**config.mk**
```make
export PLATFORM = sky130hd
export DESIGN_NAME = mem_wb_stage_flat
export DESIGN_NICKNAME = d
export VERILOG_FILES = /design/src/rtl/mips_pipe_pkg.sv /design/src/rtl/mem_wb_stage_if.sv /design/src/rtl/dmem_sp.sv /design/src/rtl/mem_wb_stage.sv /design/src/flat_wrapper.sv
export SDC_FILE = /design/constraint.sdc
export NUM_CORES = 2
export LEC_CHECK = 0
export ABC_AREA = 1
export CORE_ASPECT_RATIO = 1.2
export CORE_MARGIN = 1.5
export CORE_UTILIZATION = 35
export CTS_CLUSTER_SIZE = 14
export DETAILED_ROUTE_END_ITERATION = 8
export PLACE_DENSITY_LB_ADDON = 0.3
export SLEW_MARGIN = 15
export SYNTH_ARGS = -nofsm -noshare
export SYNTH_HDL_FRONTEND = slang
export SYNTH_SLANG_ARGS = --single-unit
```
**constraint.sdc**
```tcl
create_clock -name clk -period 4.87 [get_ports clk]
set_input_delay 0.974 -clock clk [delete_from_list [all_inputs] [get_ports clk]]
set_output_delay 0.974 -clock clk [all_outputs]
set_load 0.005 [all_outputs]
```
**src/rtl/mips_pipe_pkg.sv**
```systemverilog
// mips_pipe_pkg: shared widths, control bundle and MEM-stage FSM states for the MIPS pipeline.
package mips_pipe_pkg;
    localparam int DATA_W = 32;
    localparam int REG_W  = 5;
    typedef struct packed {
        logic memread;
        logic memwrite;
        logic regwrite;
        logic memtoreg;
    } mem_ctrl_t;
    typedef enum logic {IDLE, WAIT} mem_state_t;
endpackage

```
**src/rtl/mem_wb_stage_if.sv**
```systemverilog
// mem_wb_stage_if: EX/MEM inputs and MEM/WB outputs of the memory stage.
interface mem_wb_stage_if #(
    parameter int DATA_W = 32,
    parameter int REG_W  = 5
);
    logic              valid_in;
    logic [DATA_W-1:0] aluout_in;
    logic [DATA_W-1:0] writedata_in;
    logic [REG_W-1:0]  writereg_in;
    logic              memread_in;
    logic              memwrite_in;
    logic              regwrite_in;
    logic              memtoreg_in;
    logic              flush_in;
    logic              stall_out;
    logic              valid_out;
    logic [DATA_W-1:0] aluout_out;
    logic [DATA_W-1:0] readdata_out;
    logic [REG_W-1:0]  writereg_out;
    logic              regwrite_out;
    logic              memtoreg_out;
    logic              misalign_out;
    modport master (
        output valid_in, aluout_in, writedata_in, writereg_in, memread_in, memwrite_in,
               regwrite_in, memtoreg_in, flush_in,
        input  stall_out, valid_out, aluout_out, readdata_out, writereg_out, regwrite_out,
               memtoreg_out, misalign_out
    );
    modport slave (
        input  valid_in, aluout_in, writedata_in, writereg_in, memread_in, memwrite_in,
               regwrite_in, memtoreg_in, flush_in,
        output stall_out, valid_out, aluout_out, readdata_out, writereg_out, regwrite_out,
               memtoreg_out, misalign_out
    );
endinterface

```
**src/rtl/dmem_sp.sv**
```systemverilog
// dmem_sp: single-port word RAM, synchronous write, asynchronous read, no reset.
module dmem_sp #(
    parameter int DATA_W = 32,
    parameter int DEPTH  = 64
) (
    input  logic                     clk,
    input  logic                     i_we,
    input  logic [$clog2(DEPTH)-1:0] i_addr,
    input  logic [DATA_W-1:0]        i_wdata,
    output logic [DATA_W-1:0]        o_rdata
);
    logic [DATA_W-1:0] r_mem [DEPTH];
    always_ff @(posedge clk) begin
        if (i_we) r_mem[i_addr] <= i_wdata;
    end
    assign o_rdata = r_mem[i_addr];
endmodule

```
**src/rtl/mem_wb_stage.sv**
```systemverilog
// mem_wb_stage: MIPS MEM stage with wait-stated data RAM and the MEM/WB pipeline register.
module mem_wb_stage #(
    parameter int DATA_W  = mips_pipe_pkg::DATA_W,
    parameter int REG_W   = mips_pipe_pkg::REG_W,
    parameter int DEPTH   = 64,
    parameter int MEM_LAT = 2
) (
    input logic          clk,
    input logic          reset,
    mem_wb_stage_if.slave bus
);
    import mips_pipe_pkg::*;
    localparam int IDX_W = $clog2(DEPTH);
    localparam int CNT_W = (MEM_LAT > 0) ? $clog2(MEM_LAT + 1) : 1;
    localparam logic [CNT_W-1:0] CNT_INIT = CNT_W'((MEM_LAT > 0) ? MEM_LAT - 1 : 0);
    mem_state_t        r_state;
    logic [CNT_W-1:0]  r_cnt;
    logic              r_valid;
    logic [DATA_W-1:0] r_aluout;
    logic [DATA_W-1:0] r_rdata;
    logic [REG_W-1:0]  r_wreg;
    logic              r_regwrite;
    logic              r_memtoreg;
    logic              r_misalign;
    mem_ctrl_t         w_ctrl;
    logic              w_aligned;
    logic              w_mem_op;
    logic              w_done;
    logic              w_fire;
    logic              w_load;
    logic              w_we;
    logic              w_kill;
    logic [DATA_W-1:0] w_rdata;
    assign w_ctrl = '{memread: bus.memread_in, memwrite: bus.memwrite_in,
                      regwrite: bus.regwrite_in, memtoreg: bus.memtoreg_in};
    // w_done marks the edge that retires the instruction; otherwise a bubble is registered
    always_comb begin
        w_kill    = !reset || bus.flush_in;
        w_aligned = bus.aluout_in[1:0] == 2'b00;
        w_mem_op  = bus.valid_in && (w_ctrl.memread || w_ctrl.memwrite) && w_aligned;
        w_done    = (r_state == WAIT) ? (r_cnt == '0) : (!w_mem_op || MEM_LAT == 0);
        w_fire    = w_done && bus.valid_in;
        w_load    = w_mem_op && w_ctrl.memread && !w_ctrl.memwrite;
        w_we      = !w_kill && w_done && w_mem_op && w_ctrl.memwrite;
    end
    assign bus.stall_out = !w_kill && !w_done;
    dmem_sp #(.DATA_W(DATA_W), .DEPTH(DEPTH)) u_dmem (
        .clk     (clk),
        .i_we    (w_we),
        .i_addr  (bus.aluout_in[2 +: IDX_W]),
        .i_wdata (bus.writedata_in),
        .o_rdata (w_rdata)
    );
    always_ff @(posedge clk) begin
        if (w_kill) begin
            r_state    <= IDLE;
            r_cnt      <= '0;
            r_valid    <= 1'b0;
            r_aluout   <= '0;
            r_rdata    <= '0;
            r_wreg     <= '0;
            r_regwrite <= 1'b0;
            r_memtoreg <= 1'b0;
            r_misalign <= 1'b0;
        end else begin
            r_state    <= w_done ? IDLE : WAIT;
            r_cnt      <= w_done ? '0 : (r_state == IDLE) ? CNT_INIT : r_cnt - 1'b1;
            r_valid    <= w_fire;
            r_aluout   <= w_fire ? bus.aluout_in : '0;
            r_rdata    <= (w_fire && w_load) ? w_rdata : '0;
            r_wreg     <= w_fire ? bus.writereg_in : '0;
            r_regwrite <= w_fire && w_ctrl.regwrite;
            r_memtoreg <= w_fire && w_ctrl.memtoreg;
            r_misalign <= w_fire && (w_ctrl.memread || w_ctrl.memwrite) && !w_aligned;
        end
    end
    assign bus.valid_out    = r_valid;
    assign bus.aluout_out   = r_aluout;
    assign bus.readdata_out = r_rdata;
    assign bus.writereg_out = r_wreg;
    assign bus.regwrite_out = r_regwrite;
    assign bus.memtoreg_out = r_memtoreg;
    assign bus.misalign_out = r_misalign;
endmodule

```
**src/flat_wrapper.sv**
```systemverilog
// flat-port wrapper written by rule: the top's interface ports become plain ports
module mem_wb_stage_flat import mips_pipe_pkg::*;
#(
    parameter int DATA_W  = mips_pipe_pkg::DATA_W,
    parameter int REG_W   = mips_pipe_pkg::REG_W,
    parameter int DEPTH   = 64,
    parameter int MEM_LAT = 2
)
  (clk, reset, bus_valid_in, bus_aluout_in, bus_writedata_in, bus_writereg_in, bus_memread_in, bus_memwrite_in, bus_regwrite_in, bus_memtoreg_in, bus_flush_in, bus_stall_out, bus_valid_out, bus_aluout_out, bus_readdata_out, bus_writereg_out, bus_regwrite_out, bus_memtoreg_out, bus_misalign_out);
  mem_wb_stage_if #(.DATA_W(DATA_W), .REG_W(REG_W)) bus_i ();
  input logic clk;
  input logic reset;
  input wire logic [$bits(bus_i.valid_in)-1:0] bus_valid_in;
  input wire logic [$bits(bus_i.aluout_in)-1:0] bus_aluout_in;
  input wire logic [$bits(bus_i.writedata_in)-1:0] bus_writedata_in;
  input wire logic [$bits(bus_i.writereg_in)-1:0] bus_writereg_in;
  input wire logic [$bits(bus_i.memread_in)-1:0] bus_memread_in;
  input wire logic [$bits(bus_i.memwrite_in)-1:0] bus_memwrite_in;
  input wire logic [$bits(bus_i.regwrite_in)-1:0] bus_regwrite_in;
  input wire logic [$bits(bus_i.memtoreg_in)-1:0] bus_memtoreg_in;
  input wire logic [$bits(bus_i.flush_in)-1:0] bus_flush_in;
  output wire logic [$bits(bus_i.stall_out)-1:0] bus_stall_out;
  output wire logic [$bits(bus_i.valid_out)-1:0] bus_valid_out;
  output wire logic [$bits(bus_i.aluout_out)-1:0] bus_aluout_out;
  output wire logic [$bits(bus_i.readdata_out)-1:0] bus_readdata_out;
  output wire logic [$bits(bus_i.writereg_out)-1:0] bus_writereg_out;
  output wire logic [$bits(bus_i.regwrite_out)-1:0] bus_regwrite_out;
  output wire logic [$bits(bus_i.memtoreg_out)-1:0] bus_memtoreg_out;
  output wire logic [$bits(bus_i.misalign_out)-1:0] bus_misalign_out;
  assign bus_i.valid_in = bus_valid_in;
  assign bus_i.aluout_in = bus_aluout_in;
  assign bus_i.writedata_in = bus_writedata_in;
  assign bus_i.writereg_in = bus_writereg_in;
  assign bus_i.memread_in = bus_memread_in;
  assign bus_i.memwrite_in = bus_memwrite_in;
  assign bus_i.regwrite_in = bus_regwrite_in;
  assign bus_i.memtoreg_in = bus_memtoreg_in;
  assign bus_i.flush_in = bus_flush_in;
  assign bus_stall_out = bus_i.stall_out;
  assign bus_valid_out = bus_i.valid_out;
  assign bus_aluout_out = bus_i.aluout_out;
  assign bus_readdata_out = bus_i.readdata_out;
  assign bus_writereg_out = bus_i.writereg_out;
  assign bus_regwrite_out = bus_i.regwrite_out;
  assign bus_memtoreg_out = bus_i.memtoreg_out;
  assign bus_misalign_out = bus_i.misalign_out;
  mem_wb_stage #(.DATA_W(DATA_W), .REG_W(REG_W), .DEPTH(DEPTH), .MEM_LAT(MEM_LAT)) u_core (.clk(clk), .reset(reset), .bus(bus_i));
endmodule
```
==> results.py <==
metrics = {
    "run_status": {
        "status": "finished clean",
    },
    "cells_and_area": {
        "stdcell_area_um2": 100000,
        "finalNetCount": 8776,
        "drive_above_1_share": 0.0650,
        "fillers": 24000,
        "syn2layout_area_growth_pct": 14.0,
    },
    "pwr": {
        "sw_frac_of_total": 0.230,
        "switchingPower_mw": 8.77,
        "power.leakage_nw": 41.0,
        "seq_power_share": 0.525,
        "p_comb_frac": 0.061,
        "power.ir.vdd_worst_mv": 0.288,
        "pwr_density_cell_nw_per_um2": 380,
        "total_power_mw": 38.1,
        "power.share.clock": 0.414,
        "intPower_mw": 29.4,
    },
    "sta": {
        "timing.fmax_mhz": 281,
        "worst_pin_slew_ns": 1.30,
        "hold_violations": 0,
        "timing.hold.ws_ns": 0.370,
        "report.final.slew_viol_count": 0,
        "setup_violations": 0,
        "grt_setup_unrepaired": "false",
        "final.min_clock_period_ns": 3.56,
        "skew_ns": 0.0922,
        "ratio_of_final_minimum_period_to_clock_period": 0.732,
        "slew_headroom": 0.137,
        "finalSetupTns_ns": 0,
    },
    "route": {
        "drt_iter0_drc": 5639,
        "drtAntennaViolNets": 0,
        "avg_vias_per_cell": 4.83,
        "wl_final_mm": 265,
        "detail_route.first_pass.iterations": 6,
        "post_dr_wirelength_cell_um": 21.7,
        "vias": 59000,
        "drc_errors": 0,
    },
    "clocking": {
        "tritoncts": "done",
        "post_cts.repair.setup_buffers": 0,
        "post_cts.resized_instances": 0,
        "ctsLongestPathBuffers": 4,
        "clk_root_buffer_cell": "sky130_fd_sc_hd__clkbuf_16",
        "cts.reportedPaths.clkPinSlew_ns": 0.06,
        "cts_made_buffers": 212,
        "clk-insertion-delay-late_ns": 0.92,
        "htree_num_levels": 4,
        "post_cts_hold_buffer_count": 0,
        "sinks_on_clock_net": 2124,
    },
    "critical_path": {
        "crit_arrival_ns": 2.59,
        "crit_path_capture_type": "primary output",
        "critical_path.max_fanout": 3,
        "worst_reg_to_reg_cells": 11,
        "timing.critical_path.required_ns": 3.90,
        "path_depth": 7,
        "critical_path.top_delay_family": "buffers and inverters",
        "cp_cell_sequence": "clkdlybuf4s50_1 -> inv_1 -> nand2_1 -> nor2_1 -> nand3_1 -> a21oi_1 -> clkdlybuf4s50_1",
        "setup.worst_path.start_class": "input port",
        "worstPathBufferInverterCount": 3,
        "cpMostUsedCell": "sky130_fd_sc_hd__clkdlybuf4s50_1",
        "crit_path_top_delay_cell": "sky130_fd_sc_hd__clkdlybuf4s50_1",
        "timing.critical_path.slowest_cell_delay_ns": 0.55,
        "crit_type": "input port to primary output",
    },
    "logic_synthesis": {
        "cell_variety_after_synth": 23,
        "synth_edf_count": 2048,
        "postSynth.asyncResetShare": 0,
        "netlist.top_cell.by_area": "sky130_fd_sc_hd__edfxtp_1",
        "synth_sequential_area_ratio": 0.716,
        "post_synth_instance_area_um2": 88000,
        "postSynthAreaPerCell_um2": 10.2,
        "synth.net_count": 8664,
        "ys_warn_count": 0,
        "area_share_of_the_leading_cell_type_in_the_synthesized_netlist": 0.699,
        "yosys-top-cells-area": "sky130_fd_sc_hd__edfxtp_1 70%, sky130_fd_sc_hd__nand2_1 24%, sky130_fd_sc_hd__dfxtp_1 1.7%, sky130_fd_sc_hd__buf_2 0.93%, sky130_fd_sc_hd__nor2_1 0.78%",
        "ys_dominant_reg_cell": "sky130_fd_sc_hd__edfxtp_1",
        "syn_inst": 8586,
        "synth.ff_latch_count": 2124,
    },
    "place": {
        "detailed_place_hpwl_mm": 156,
        "cell_area_after_placement_um2": 93800,
        "gp_routability_congestion": 0.896,
        "placement.io_buffers": 150,
    },
    "global_route": {
        "grt.total_usage": 0.204,
        "globalRouteMet2Util": 0.332,
        "grt_start_max_net_pins": 184,
        "grt-busiest-layer": "met2",
        "antenna_found_initial": 11,
        "first_global_vias": 56400,
        "global_route_wire_length_before_repair_mm": 384,
        "use_met3": 0.0220,
        "globalRouteMet1Util": 0.269,
        "globalRoute.totalOverflow": 0,
    },
    "floorplanning": {
        "die_w_um": 461,
        "row_count": 201,
        "die-area_um2": 254000,
        "initial_utilization": 0.352,
        "core_area_um2": 250000,
        "floorplan.io_pins": 151,
        "die_y_um": 552,
    },
    "flow_run": {
        "maxcap_violations": 0,
    },
    "worst_hold_path": {
        "worstHoldPathCells": 1,
        "min_path_type": "input port to flop",
    },
}
## cells by family after synthesis
kind of cell             synth area share
AND/OR/NAND/NOR                     0.253
adder cells (fa/ha/maj)          0.000142
AO/OA/AOI/OAI                     0.00304
buffers and inverters              0.0275
flip-flops                          0.716
## state kept, by name, indices dropped and copies added, names as in the netlist
| name | count |
|---|---|
| u_core.u_dmem.r_mem | 2048 |
| u_core.bus.aluout_out | 32 |
| u_core.bus.readdata_out | 32 |
| u_core.bus.writereg_out | 5 |
| u_core.r_cnt | 2 |
| u_core.bus.memtoreg_out | 1 |
| u_core.bus.misalign_out | 1 |
| u_core.bus.regwrite_out | 1 |
| u_core.bus.valid_out | 1 |
| u_core.r_state | 1 |
## stage by stage
step,cells,util,worst slack [ns]
final,12200,0.401,1.31
after global routing,12200,0.401,1.18
after CTS,12200,0.401,1.29
after detailed placement,11800,0.375,0.801
after global placement,11800,0.375,0.822
after floorplan,8586,-,1.16
## worst register-to-register path: cells and delay by family (launching register included)
kind	cells	cell delay (ns)
flops	1	0.31
fa+ha+maj	1	0.14
buf+inv	5	0.91
simple gates	5	0.96
## layout by cell type, fill, tap and decap left out, types with 7 or more instances in the layout
| cell | instances |
|---|---|
| sky130_fd_sc_hd__diode_2 | 7 |
| sky130_fd_sc_hd__nand2_1 | 5700 |
| sky130_fd_sc_hd__clkinv_2 | 35 |
| sky130_fd_sc_hd__a21oi_1 | 34 |
| sky130_fd_sc_hd__clkinv_1 | 39 |
| sky130_fd_sc_hd__clkbuf_16 | 215 |
| sky130_fd_sc_hd__bufinv_16 | 13 |
| sky130_fd_sc_hd__nand3_1 | 13 |
| sky130_fd_sc_hd__o21ai_1 | 7 |
| sky130_fd_sc_hd__buf_12 | 42 |
| sky130_fd_sc_hd__edfxtp_1 | 2048 |
| sky130_fd_sc_hd__clkinvlp_4 | 7 |
| sky130_fd_sc_hd__buf_2 | 31 |
| sky130_fd_sc_hd__nor2_4 | 64 |
| sky130_fd_sc_hd__buf_4 | 134 |
| sky130_fd_sc_hd__inv_1 | 65 |
| sky130_fd_sc_hd__nor2_1 | 120 |
| sky130_fd_sc_hd__clkbuf_1 | 53 |
| sky130_fd_sc_hd__nor3_4 | 7 |
| sky130_fd_sc_hd__clkdlybuf4s50_1 | 115 |
| sky130_fd_sc_hd__dfxtp_1 | 76 |
## cell type report
| class | instances | area, µm² | area share |
|---|---|---|---|
| antenna | 7 | 17.5 | 0.000175 |
| clock buffer | 272 | 5630 | 0.0561 |
| clock inverter | 102 | 906 | 0.00903 |
| inverter | 71 | 289 | 0.00288 |
| multi-input combinational | 5964 | 23100 | 0.230 |
| sequential | 2124 | 63000 | 0.628 |
| tap | 3349 | 4190 | 0.0418 |
| timing repair buffer | 325 | 3200 | 0.0319 |
## synth_stat cells, types with 3 or more instances
cell type,instances
sky130_fd_sc_hd__inv_1,66
sky130_fd_sc_hd__inv_2,5
sky130_fd_sc_hd__o211ai_1,6
sky130_fd_sc_hd__buf_6,8
sky130_fd_sc_hd__nand2_1,5701
sky130_fd_sc_hd__clkbuf_1,142
sky130_fd_sc_hd__edfxtp_1,2048
sky130_fd_sc_hd__nor3_2,8
sky130_fd_sc_hd__o21ai_1,7
sky130_fd_sc_hd__dfxtp_1,76
sky130_fd_sc_hd__nand3_1,13
sky130_fd_sc_hd__buf_1,37
sky130_fd_sc_hd__nor2_1,184
sky130_fd_sc_hd__buf_4,77
sky130_fd_sc_hd__or2_2,3
sky130_fd_sc_hd__a21oi_1,34
sky130_fd_sc_hd__buf_2,163
## per-layer routing
layer  part of all wire  vias to the layer above
li1                   -                    27900
met1               0.41                    28700
met2               0.48                     1939
met3              0.055                      429
met4              0.054                        0
met5                  0                        -
## path summary, 6_finish.rpt
path,startpoint,to,slack [ns]
min reg2reg,u_core.r_state,u_core.r_cnt[0],0.51
min,bus_writedata_in[18],u_core.u_dmem.r_mem[44][18],0.37
max reg2reg,u_core.r_cnt[0],u_core.u_dmem.r_mem[36][11],2.21
max,bus_aluout_in[0],bus_stall_out,1.31
## power groups by stage
stage / registers (mW) / logic, mW / clock network, mW
floorplan: 20.4 / 1.20 / 0
CTS: 20.0 / 2.34 / 16.0
detailed placement: 20.4 / 2.33 / 0
global route: 20.0 / 2.54 / 16.7
global placement: 20.4 / 2.32 / 0
finish: 20.0 / 2.32 / 15.8
No activity file was read; power rests on OpenSTA's default activity.
